[config.mk]
export PLATFORM = sky130hd
export DESIGN_NAME = result_distributor
export DESIGN_NICKNAME = d
export VERILOG_FILES = /design/src/rtl/dist_pkg.sv /design/src/rtl/result_slot.sv /design/src/rtl/result_distributor.sv
export SDC_FILE = /design/constraint.sdc
export NUM_CORES = 1
export LEC_CHECK = 0
export CELL_PAD_IN_SITES_DETAIL_PLACEMENT = 1
export CELL_PAD_IN_SITES_GLOBAL_PLACEMENT = 1
export CORE_MARGIN = 2
export CORE_UTILIZATION = 41
export DETAILED_ROUTE_END_ITERATION = 10
export PLACE_DENSITY = 0.9
export SKIP_CTS_REPAIR_TIMING = 1
export SLEW_MARGIN = 25
export SYNTH_ARGS = -nofsm -noshare
export SYNTH_HDL_FRONTEND = slang
export SYNTH_SLANG_ARGS = --single-unit
[constraint.sdc]
create_clock -name clk -period 8.65 [get_ports clk]
set_input_delay 0.865 -clock clk [delete_from_list [all_inputs] [get_ports clk]]
set_output_delay 0.865 -clock clk [all_outputs]
set_load 0.1 [all_outputs]
[src/rtl/dist_pkg.sv]
// Shared types and constants for the result distributor and its slots.
package dist_pkg;

  localparam int WIDTH     = 32;
  localparam int NUM_SLOTS = 4;

  // One-entry holding slot state.
  typedef enum logic {
    SLOT_EMPTY = 1'b0,
    SLOT_FULL  = 1'b1
  } slot_state_e;

  // Slot indices follow the 4:1 operand-select mux encoding.
  localparam logic [1:0] SLOT_A = 2'b00;  // PC path
  localparam logic [1:0] SLOT_B = 2'b01;  // IR path
  localparam logic [1:0] SLOT_C = 2'b10;  // ALU-out path
  localparam logic [1:0] SLOT_D = 2'b11;  // memory-data path

  // Number of set bits in a 4-bit occupancy vector.
  function automatic logic [2:0] popcount4(input logic [3:0] v);
    popcount4 = {2'b00, v[0]} + {2'b00, v[1]} + {2'b00, v[2]} + {2'b00, v[3]};
  endfunction

endpackage

[src/rtl/result_slot.sv]
// One-entry holding register with valid/ready on the consumer side.
// A slot that drains this cycle counts as free so it can reload on the same edge.
module result_slot
  import dist_pkg::*;
#(
  parameter int WIDTH = dist_pkg::WIDTH
) (
  input  logic             clk,
  input  logic             reset,
  input  logic             load,
  input  logic [WIDTH-1:0] load_data,
  input  logic             ready,
  output logic             valid,
  output logic             free,
  output logic [WIDTH-1:0] data
);

  slot_state_e state_q, state_d;

  // State register.
  always_ff @(posedge clk or posedge reset) begin
    if (reset) state_q <= SLOT_EMPTY;
    else       state_q <= state_d;
  end

  // Next state: load wins over drain, so drain+load stays FULL with new data.
  always_comb begin
    state_d = state_q;
    case (state_q)
      SLOT_EMPTY: if (load)           state_d = SLOT_FULL;
      SLOT_FULL:  if (ready && !load) state_d = SLOT_EMPTY;
      default:                        state_d = SLOT_EMPTY;
    endcase
  end

  // Data only changes on load; a drained word stays visible with valid low.
  always_ff @(posedge clk or posedge reset) begin
    if (reset)     data <= '0;
    else if (load) data <= load_data;
  end

  assign valid = (state_q == SLOT_FULL);
  assign free  = !valid || ready;

endmodule

[src/rtl/result_distributor.sv]
// One-to-four result distributor: steers each accepted word into one slot
// (unicast) or all four slots (broadcast). in_ready never looks at in_valid.
module result_distributor
  import dist_pkg::*;
#(
  parameter int WIDTH = dist_pkg::WIDTH
) (
  input  logic             clk,
  input  logic             reset,
  input  logic             in_valid,
  output logic             in_ready,
  input  logic [1:0]       in_sel,
  input  logic             in_bcast,
  input  logic [WIDTH-1:0] in_data,
  output logic [3:0]       out_valid,
  input  logic [3:0]       out_ready,
  output logic [WIDTH-1:0] out_data0,
  output logic [WIDTH-1:0] out_data1,
  output logic [WIDTH-1:0] out_data2,
  output logic [WIDTH-1:0] out_data3,
  output logic [2:0]       pending
);

  logic [NUM_SLOTS-1:0]            target;
  logic [NUM_SLOTS-1:0]            free;
  logic [NUM_SLOTS-1:0]            load;
  logic [NUM_SLOTS-1:0]            full_next;
  logic [NUM_SLOTS-1:0][WIDTH-1:0] slot_data;
  logic                            accept;

  // Destination decode: broadcast hits every slot, otherwise one-hot on sel.
  always_comb begin
    target = '0;
    if (in_bcast) target = '1;
    else          target[in_sel] = 1'b1;
  end

  // Broadcast is all-or-nothing: every slot must be free.
  always_comb begin
    in_ready = 1'b0;
    if (in_bcast) in_ready = &free;
    else          in_ready = free[in_sel];
  end

  assign accept    = in_valid && in_ready;
  assign load      = target & {NUM_SLOTS{accept}};
  assign full_next = load | (out_valid & ~out_ready);

  for (genvar k = 0; k < NUM_SLOTS; k++) begin : g_slot
    result_slot #(.WIDTH(WIDTH)) u_slot (
      .clk       (clk),
      .reset     (reset),
      .load      (load[k]),
      .load_data (in_data),
      .ready     (out_ready[k]),
      .valid     (out_valid[k]),
      .free      (free[k]),
      .data      (slot_data[k])
    );
  end

  assign out_data0 = slot_data[SLOT_A];
  assign out_data1 = slot_data[SLOT_B];
  assign out_data2 = slot_data[SLOT_C];
  assign out_data3 = slot_data[SLOT_D];

  // Occupancy count registered from the same next-state the slots use,
  // so it always matches popcount(out_valid).
  always_ff @(posedge clk or posedge reset) begin
    if (reset) pending <= '0;
    else       pending <= popcount4(full_next);
  end

endmodule

==> summary by stage, run 1 <==
Run status
The run finished with clean final reports.

GRT
The wire length of the first global-routing pass is 24110 um. The global routing met2 resource utilization is 0.3806. In the global route stage, overall resource usage came out at 0.2200. The met3 routing resource usage after global routing is 0.06086. met2 is the most crowded layer.

The largest net degree at the start of global routing is 79. The leftover overflow at the end of global routing is 0. The initial antenna violation count is 0.

The number of global-route vias before repair is 4072. For this run, global-route usage on met1 was measured as 0.2583.

Yosys
The synthesized area per cell is 18.06 um2. The cell count after synthesis came out at 315. The commonest cells after synthesis are 135 x sky130_fd_sc_hd__dfrtp_1, 84 x sky130_fd_sc_hd__mux2_4, 29 x sky130_fd_sc_hd__mux2_2. The flip-flop and latch count after synthesis is 135. Yosys instantiated no cell more often than sky130_fd_sc_hd__dfrtp_1. Counting flops with an async set or reset pin after synthesis yields a share of 1.000.

The sequential share of the synthesized area is 0.5938. The top cell type by total area after synthesis is sky130_fd_sc_hd__dfrtp_1. Yosys printed 0 warnings. The number of nets in the synthesized netlist is 360. By area the synthesized netlist is led by sky130_fd_sc_hd__dfrtp_1 59%, sky130_fd_sc_hd__mux2_4 22%, sky130_fd_sc_hd__mux2_2 5.7%. The number of distinct library cells after synthesis is 25. The most frequently used flop master after synthesis is sky130_fd_sc_hd__dfrtp_1. The combined area of all synthesized cells is 5689 um2. The share of synthesized area in the top cell type comes to 0.5938. The count of flip-flops with a built-in enable after synthesis is 0.

Finish
The synthesis-to-finish area growth is 43.79%. The total of fill cells in the finished design is 1253. 0 antenna diodes ended up in the layout. The finished layout holds 693 standard cells, fillers aside.

In the final layout, the share of cells above drive strength 1 is 0.3158. Measured on the finished design, the core utilization comes to 0.5963. The layout net count is 547.

Timing
The final hold violation count is 0. For the final routed database, the setup TNS stands at 0 ns. Setup violations remaining at the end of the flow were counted as 0. The tightest slew margin relative to the limit is 0.3024. The final critical-path setup slack is 4.433 ns. Setup repair after global routing left no endpoint under its margin. The worst path needs 4.217 ns of the cycle, external delays included.

The timing-limited maximum frequency is 0.2371 GHz. The final-report max-slew violation count is 0. On the final layout, the worst clock skew is 0.01039 ns. For the pin with the worst max-slew slack, the measured transition is 1.043 ns. The final worst-path cycle share is 0.4875.

Clock tree
TritonCTS built the clock tree. The clock tree buffer depth is 2. The clock-pin slew on the worst setup and hold paths is 0.06 ns. The H-tree was split into 4 levels.

For this design, the sink count on the clock tree is 135. The buffer type at the clock tree root is sky130_fd_sc_hd__clkbuf_16. At the later pin of the worst-skew pair, clock insertion delay measures 0.42 ns. The number of CTS-inserted buffers is 17.

Route
The detailed router finished its first iteration with 105 violations. Using the TritonRoute via totals, the vias-per-cell ratio works out to 4.905. The average detailed-routed wire length per instance is 22.19 um.

In the routed design, unresolved DRC markers number 0. The total via count in the routed design is 3399. The iteration count of the initial detailed-routing pass is 4. The overall routed net length is 15380 um. The post-detailed-route count of antenna-violating nets is 0.

Placed design
Timing analysis after detailed placement gives a worst setup slack of 4.416 ns. The final weighted congestion of routability-driven global placement is 0.7368. The number of placed instances, taps included, is 662. The placed wire-length estimate after detailed placement is 10160 um. The count of buffers inserted at the top-level ports is 177.

Worst hold path
The terminating pin of the worst hold path is g_slot[0].u_slot.data[4]. The instance count along the most critical hold path is 1. The beginning of the worst hold path is g_slot[0].u_slot.data[4].

The class of the worst hold path is reg -> reg.

Floorplanning
The initial utilization of the core area, before any placement, comes to 0.4147. In this run the horizontal extent of the chip is 121.8 um. The die height is 121.8 um. 178 I/O pins were placed. The core box area is 13720 um2. The count of standard-cell rows is 43. The die covers 14830 um2.

Critical path
The startpoint identified for the worst register-to-register timing path is g_slot[3].u_slot.valid. At the worst endpoint, the required time is 7.79 ns. The largest fanout on the critical path is 5. The worst setup path is of the in -> out kind. For flop-to-flop paths, the worst setup slack is 5.85 ns. The worst setup path is captured at an output pin. The arrival time at the worst endpoint is 3.35 ns. The endpoint identified for the worst register-to-register timing path is pending[1]. The worst setup path is launched from an input port. Counting cells, the worst reg-to-reg path comes to 8.

Job
The number of max-capacitance violations reported is 0.
## logic make-up after synthesis
group | share of synthesized area
buffers and inverters | 0.03299
flip-flops | 0.5938
multiplexers | 0.3088
AO/OA/AOI/OAI | 0.03981
AND/OR/NAND/NOR | 0.01671
adder cells (fa/ha/maj) | 0.007917
## layer usage
layer	wire length, um	share of wire
met5	0	0
met4	380	0.025
met3	730	0.047
met2	8186	0.53
met1	6084	0.40
## worst max path at each step
stage               from                        to  slack (ns)  cells after the start
2_1_floorplan      reset  g_slot[0].u_slot.data[0]        4.17                      1
3_3_place_gp   in_sel[1]                  in_ready        4.54                      5
3_5_place_dp   in_sel[1]                  in_ready        4.42                      5
4_1_cts        in_sel[1]                  in_ready        4.42                      5
5_1_grt        in_sel[1]                  in_ready        4.35                      5
6_report       in_sel[1]                  in_ready        4.43                      5
## registers in the layout (all words and copies together) (netlist names)
register             count
g_slot.u_slot.data     128
pending                  3
g_slot.u_slot.valid      4
## cell type report
type	instances	area, um2	share of cell area
inverter	6	25.02	0.003059
multi-input combinational	158	2123	0.2596
clock inverter	12	155.1	0.01897
sequential	135	3378	0.4130
clock buffer	18	429.2	0.05246
tap	180	225.2	0.02753
timing repair buffer	184	1844	0.2255
## stage by stage
step | cell area (um2) | hold WS [ns]
final | 8180 | 0.4836
after CTS | 8153 | 0.4868
after floorplan | 5689 | 0.4888
after detailed placement | 7569 | 0.4787
after global routing | 8180 | 0.5002
after global placement | 7569 | 0.4718
## critical path, cell delays in order
cell and delay, ns:
sky130_fd_sc_hd__clkdlybuf4s50_1 0.55, sky130_fd_sc_hd__o21ba_2 0.24, sky130_fd_sc_hd__o221ai_4 0.20, sky130_fd_sc_hd__nor3_1 0.31, sky130_fd_sc_hd__clkdlybuf4s50_1 1.18
## layout by cell type (no fill, tap or decap), types with 3 or more instances in the layout
master,synthesis,final
sky130_fd_sc_hd__a21o_1,8,8
sky130_fd_sc_hd__a221oi_4,3,3
sky130_fd_sc_hd__buf_4,4,6
sky130_fd_sc_hd__bufinv_16,0,3
sky130_fd_sc_hd__clkbuf_16,0,17
sky130_fd_sc_hd__clkdlybuf4s50_1,0,177
sky130_fd_sc_hd__clkinv_2,0,3
sky130_fd_sc_hd__clkinv_4,0,3
sky130_fd_sc_hd__dfrtp_1,135,135
sky130_fd_sc_hd__inv_1,5,4
sky130_fd_sc_hd__mux2_1,15,15
sky130_fd_sc_hd__mux2_2,29,29
sky130_fd_sc_hd__mux2_4,84,84
Power of run 1 is not shown: default switching activity piles up to over one toggle a cycle in this logic, so the estimate is an artifact.
==> run 2: changes to the inputs <==
CORE_UTILIZATION = 35   (was 41)
PLACE_DENSITY = 0.82   (was 0.9)
clock period = 3.6 ns   (was 8.65 ns; I/O delays follow)
==> run 2 against run 1 <==
Effect of this change:
- clock skew rose by 0.00087 ns
- flip-flop and latch count unchanged
- die area rose by 17%
- first-iteration DRC count is 1.9% lower
- worst hold slack got worse by 0.0056 ns
- cell count grew 5.5%
- sequential share of layout area shrank 0.44 points
- non-clock buffer count is 1 higher
- count of clock-buffer cells in the layout grew 2
- critical path depth rose by 3
- core utilization fell by 7.6 points
==> summary by stage, run 2 (synthesis results as in run 1) <==
Run status
The run finished with clean final reports.

Clock tree
The clock-pin slew on the worst setup and hold paths is 0.06 ns. The H-tree depth is 4. The cell sitting at the root of the clock tree is a sky130_fd_sc_hd__clkbuf_16. Clock tree synthesis found a total of 135 sinks. The clock tree from TritonCTS is done.

The clock tree buffer depth is 2. The clock latency at the later pin of the worst-skew pair is 0.41 ns. The number of CTS-inserted buffers is 17.

GRT
The first global-routing pass estimated 23330 um of wire. Across every metal layer, demand over resource in global routing totals 0.1750. The leftover overflow at the end of global routing is 0. The largest net degree at the start of global routing is 69. The initial antenna violation count was 0. The number of global-route vias before repair is 3890.

Critical path
The critical path launch point type is an input port. The worst setup path is captured at a flop. At the worst endpoint, the required time is 3.90 ns. Walking the worst path, the cells encountered are clkdlybuf4s50_1, nand2b_2, o211ai_4, a211oi_4, a21o_1, fa_1, ha_1, ha_1. The arrival time at the worst endpoint is 2.77 ns. The capturing point of the worst reg2reg path is pending[1].

The worst setup path is of the in -> reg kind. Among cell families on the critical path, the largest total delay comes from adder cells. The worst register-to-register path has a setup slack of 1.18 ns. The cell that appears most often on the critical path is sky130_fd_sc_hd__ha_1.

The number of cells on the worst reg-to-reg path is 7. The number of buffers and inverters on the critical path is 1. The largest fanout on the critical path is 5.

The largest individual stage delay along the critical path comes from the cell sky130_fd_sc_hd__clkdlybuf4s50_1. The peak per-stage delay on the critical path is 0.49 ns. The worst register-to-register path begins at g_slot[3].u_slot.valid.

Timing
For the final database, setup skew stands at 0.01126 ns. The final-report max-slew violation count is 0. Setup violations remaining at the end of the flow were counted as 0.

The slew at the pin closest to its max-slew limit is 1.039 ns. The total negative slack is 0 ns. The tightest slew margin relative to the limit is 0.3052. The final hold violation count is 0.

In the finished design, the share of the clock period the worst path needs comes to 0.6885. The post-layout minimum cycle time is 2.479 ns. Setup repair after global routing left no endpoint under its margin. The timing-limited maximum frequency is 0.4035 GHz.

Route
The post-detailed-route count of antenna-violating nets is 0. The via density per instance is 4.624. The iteration count of the initial detailed-routing pass is 4.

In the routed design, unresolved DRC markers number 0. The starting DRC count in detailed routing is 103. In the final routed layout, each cell accounts on average for 19.83 um.

The routed layout has 3380 vias. Wires add up to 14500 um.

Floorplanning
The core box area is 15890 um2. The count of standard-cell rows is 46. Pin placement for this block handled 178 I/O pins. Measured along the x axis, the die boundary spans 131.5 um. The initial utilization of the core area, before any placement, comes to 0.3581. The die area is 17290 um2. The floorplan step set the die height to 131.5 um.

Finish
The library cells used most frequently in the layout, excluding fill and tap cells, are 176 x sky130_fd_sc_hd__clkdlybuf4s50_1, 135 x sky130_fd_sc_hd__dfrtp_1, 84 x sky130_fd_sc_hd__mux2_4. The most flop-heavy register is g_slot.u_slot.data. The storage element area is 3378 um2. In the final design database the tool counted 548 nets. Summing all multi-input logic gate instances after layout gives 2123 um2. The flip-flop count of the largest register, all copies and words added is 128. Leaving out fill and tap cells, the most frequent cell in the layout is sky130_fd_sc_hd__clkdlybuf4s50_1. The final standard cell utilization of the core is 0.5205. The total of fill cells in the finished design is 1537.

The fraction of layout cells with a size suffix above 1 is 0.3204. The repair_antennas step left the layout with diodes totalling 0. The synthesis-to-finish area growth is 45.33%.

Placed design
In this run the tool buffered the top-level ports with 177 buffer cells. The final weighted congestion of routability-driven global placement is 0.7973. The placed wire-length estimate after detailed placement is 9995 um.

Worst hold path
The worst hold path belongs to the class in -> async.

Job
The number of max-capacitance violations reported is 0.
[run 2: cell types whose count changed in the layout (fill, tap and decap cells not counted)]
| cell | delta |
|---|---|
| sky130_fd_sc_hd__buf_12 | +1 |
| sky130_fd_sc_hd__buf_16 | -1 |
| sky130_fd_sc_hd__buf_4 | +2 |
| sky130_fd_sc_hd__bufinv_16 | +1 |
| sky130_fd_sc_hd__clkbuf_8 | +2 |
| sky130_fd_sc_hd__clkdlybuf4s50_1 | -1 |
| sky130_fd_sc_hd__clkinv_2 | -1 |
| sky130_fd_sc_hd__clkinv_4 | -1 |
| sky130_fd_sc_hd__clkinvlp_4 | +1 |
| sky130_fd_sc_hd__inv_4 | -1 |
[run 2: through the flow]
step	instances	setup WS (ns)	hold WS (ns)	cell area, um2
after floorplan	315	0.2990	0.4888	5693
after global placement	700	0.7849	0.4683	7640
after global routing	731	1.055	0.4970	8268
after CTS	731	1.137	0.4875	8268
after detailed placement	700	0.6941	0.4737	7640
final	731	1.122	0.4780	8268
[run 2: worst max path at each step]
stage	from	end	slack [ns]	cells after the start
after floorplan	in_bcast	in_ready	0.30	3
after global routing	in_bcast	pending[1]	1.05	8
after CTS	in_sel[1]	pending[1]	1.14	8
after detailed placement	in_sel[1]	pending[1]	0.69	8
after global placement	in_sel[1]	pending[1]	0.78	8
final	in_sel[1]	pending[1]	1.12	8
[run 2: cell type report]
type / instances / area share
Clock inverter: 11 / 0.02073
Timing Repair Buffer: 185 / 0.2228
Multi-Input combinational cell: 158 / 0.2568
Tap cell: 216 / 0.03269
Sequential cell: 135 / 0.4086
Inverter: 6 / 0.003178
Clock buffer: 20 / 0.05524
[run 2: layer usage]
metal	wire length [um]	GRT usage	vias to the layer above
met5	0	0	-
met4	154	0.05495	0
li1	-	-	1484
met2	7499	0.2981	108
met1	6071	0.2116	1776
met3	773	0.05478	12
Power of run 2 is left out for the same reason.
==> run 3: changes to the inputs <==
CORE_UTILIZATION = 38   (was 35)
PLACE_DENSITY = 0.85   (was 0.82)
clock period = 2.6 ns   (was 3.6 ns; I/O delays follow)
==> run 3 against run 2 <==
Effect of this change:
- die area fell by 7.7%
- setup slack worse by 0.91 ns
- critical path depth decreased by 1
- via count is 2.5% higher
- count of clock-buffer cells in the layout is 3 higher
- wire length increased by 4.2%
- design area decreased by 3.8%
- cell count fell by 3.4%
- worst hold slack got worse by 0.10 ns
- critical endpoint unchanged
- highest routed layer unchanged
==> summary by stage, run 3 (synthesis results as in run 1) <==
Critical path
The library cell appearing most often on the critical path is sky130_fd_sc_hd__ha_1. The critical path launch point type is a flop. Walking the worst path, the cells encountered are or2b_4, o221ai_4, a211oi_4, a21o_1, fa_1, ha_1, ha_1. The largest individual stage delay along the critical path comes from the cell sky130_fd_sc_hd__fa_1. The largest fanout on the critical path is 5. The critical path class is reg -> reg. The required time of the worst setup path is 2.89 ns. Data arrives at the worst endpoint at 2.67 ns.

In this design, the stage delay of the slowest critical-path cell is 0.49 ns. The endpoint type of the worst setup path is a flop.

Timing
The slew at the pin closest to its max-slew limit is 0.7735 ns. The post-layout minimum cycle time is 2.384 ns. In this run the tightest slew margin relative to its limit is 0.4843. On the final layout, the worst clock skew is 0.009279 ns.

The timing-limited maximum frequency is 0.4195 GHz. The final worst-path cycle share is 0.9169. Setup repair after global routing left no endpoint under its margin. For the final routed database, the setup TNS stands at 0 ns. The final hold violation count came to 0. The final-report max-slew violation count came to 0. Setup violations remaining at the end of the flow were counted as 0.

Placed design
The area of placed instances is 7365 um2. The HPWL after detailed placement is 10030 um. Routability-driven placement finished with a final weighted congestion of 0.7965. The count of buffers inserted at the top-level ports is 177.

Route
The total via count in the routed design is 3466. The iteration count of the initial detailed-routing pass is 4. In the routed design, unresolved DRC markers number 0. The via density per instance is 4.909. The starting DRC count in detailed routing is 106. The post-detailed-route count of antenna-violating nets is 0. After detailed routing, the average wire length per cell comes to 21.40 um.

The overall routed net length is 15110 um.

Run status
The run finished with clean final reports.

Finish
The layout net count is 556. The most flop-heavy register is g_slot.u_slot.data. The final standard cell utilization of the core is 0.5454. In the final layout, the share of cells above drive strength 1 is 0.5900.

The flip-flop count of the largest register, all copies and words added is 128. The number of inserted diodes is 0. Leaving out fill and tap cells, the most frequent cell in the layout is sky130_fd_sc_hd__buf_4. Fill cells in the final layout number 1414.

The synthesis-to-finish area growth is 39.85%. In the layout the commonest cells are 148 x sky130_fd_sc_hd__buf_4, 135 x sky130_fd_sc_hd__dfrtp_1, 84 x sky130_fd_sc_hd__mux2_4. The area of all placed cells without fillers is 7956 um2.

Floorplanning
The top-level I/O count is 178. The die height is 126.4 um. The x dimension of the die is 126.4 um. The count of standard-cell rows is 44. The die covers 15970 um2.

The core box area is 14590 um2. The initial cell density of the core is 0.3900.

Job
Max-cap violations in this run came to 0.

Clock tree
The clock reaches the later pin of the worst-skew pair after 0.40 ns. In this run the number of H-tree levels came out at 4. The number of sinks handled by clock tree synthesis is 135. TritonCTS built the clock tree. Counting along the longest clock path gives a buffer depth of 2. The clock-pin slew on the worst setup and hold paths is 0.06 ns. In this run the clock root is driven by a sky130_fd_sc_hd__clkbuf_16.

The number of CTS-inserted buffers is 17.

GRT
The wire length of the first global-routing pass is 24050 um. In the global route stage, overall resource usage came out at 0.1958. The largest net degree at the start of global routing is 136. After global routing the overflow that remains totals 0. The initial antenna violation count is 0. The number of global-route vias before repair is 4103.

Worst hold path
The class of the worst hold path is in -> async.
-- run 3: cell types whose count changed in the layout (fill, tap and decap cells not counted) --
cell | before | now
sky130_fd_sc_hd__nor3_1 | 1 | 0
sky130_fd_sc_hd__clkinv_4 | 2 | 1
sky130_fd_sc_hd__buf_12 | 1 | 4
sky130_fd_sc_hd__bufinv_16 | 4 | 2
sky130_fd_sc_hd__clkdlybuf4s50_1 | 176 | 41
sky130_fd_sc_hd__inv_6 | 1 | 0
sky130_fd_sc_hd__clkbuf_8 | 2 | 5
sky130_fd_sc_hd__nor3_2 | 0 | 1
sky130_fd_sc_hd__buf_4 | 8 | 148
-- run 3: metrics by stage --
| step | worst slack [ns] | hold slack [ns] | instances |
|---|---|---|---|
| after detailed placement | -0.1206 | 0.4831 | 676 |
| after floorplan | 0.04580 | 0.3947 | 315 |
| after CTS | 0.2022 | 0.4690 | 706 |
| after global routing | 0.1075 | 0.4855 | 706 |
| after global placement | -0.01705 | 0.4687 | 676 |
| final | 0.2159 | 0.3740 | 706 |
-- run 3: layer usage --
layer  up-vias  global-route usage  wire length, um
li1       1500                   -                -
met4         0             0.09438              533
met2       117              0.3426             7891
met3        31             0.04513              648
met1      1818              0.2267             6030
met5         -                   0                0
-- run 3: critical path, delay by kind of cell (launching register included) --
kind | cells | cell delay [ns]
AND/OR/NAND/NOR | 1 | 0.32
flip-flops | 1 | 0.40
adder cells (fa/ha/maj) | 3 | 0.96
AO/OA/AOI/OAI | 3 | 0.58
-- run 3: cell type report --
cell class,instances,area [um2],share of cell area
multi-input combinational,158,2128,0.2675
inverter,6,26.28,0.003302
clock buffer,23,498.0,0.06259
sequential,135,3378,0.4246
clock inverter,7,93.84,0.01179
timing repair buffer,193,1602,0.2013
tap,184,230.2,0.02894
-- run 3: final timing paths --
check | to | startpoint | slack (ns) | cells after the start
setup / recovery | pending[1] | g_slot[3].u_slot.valid | 0.22 | 7
hold / removal | g_slot[0].u_slot.valid | reset | 0.37 | 3
setup reg to reg | pending[1] | g_slot[3].u_slot.valid | 0.22 | 7
hold reg to reg | g_slot[0].u_slot.data[0] | g_slot[0].u_slot.data[0] | 0.49 | 1
max in group asynchronous | g_slot[1].u_slot.data[2] | reset | 1.59 | 3
min in group clk | g_slot[0].u_slot.data[0] | g_slot[0].u_slot.data[0] | 0.49 | 1
Power of run 3 is left out for the same reason.
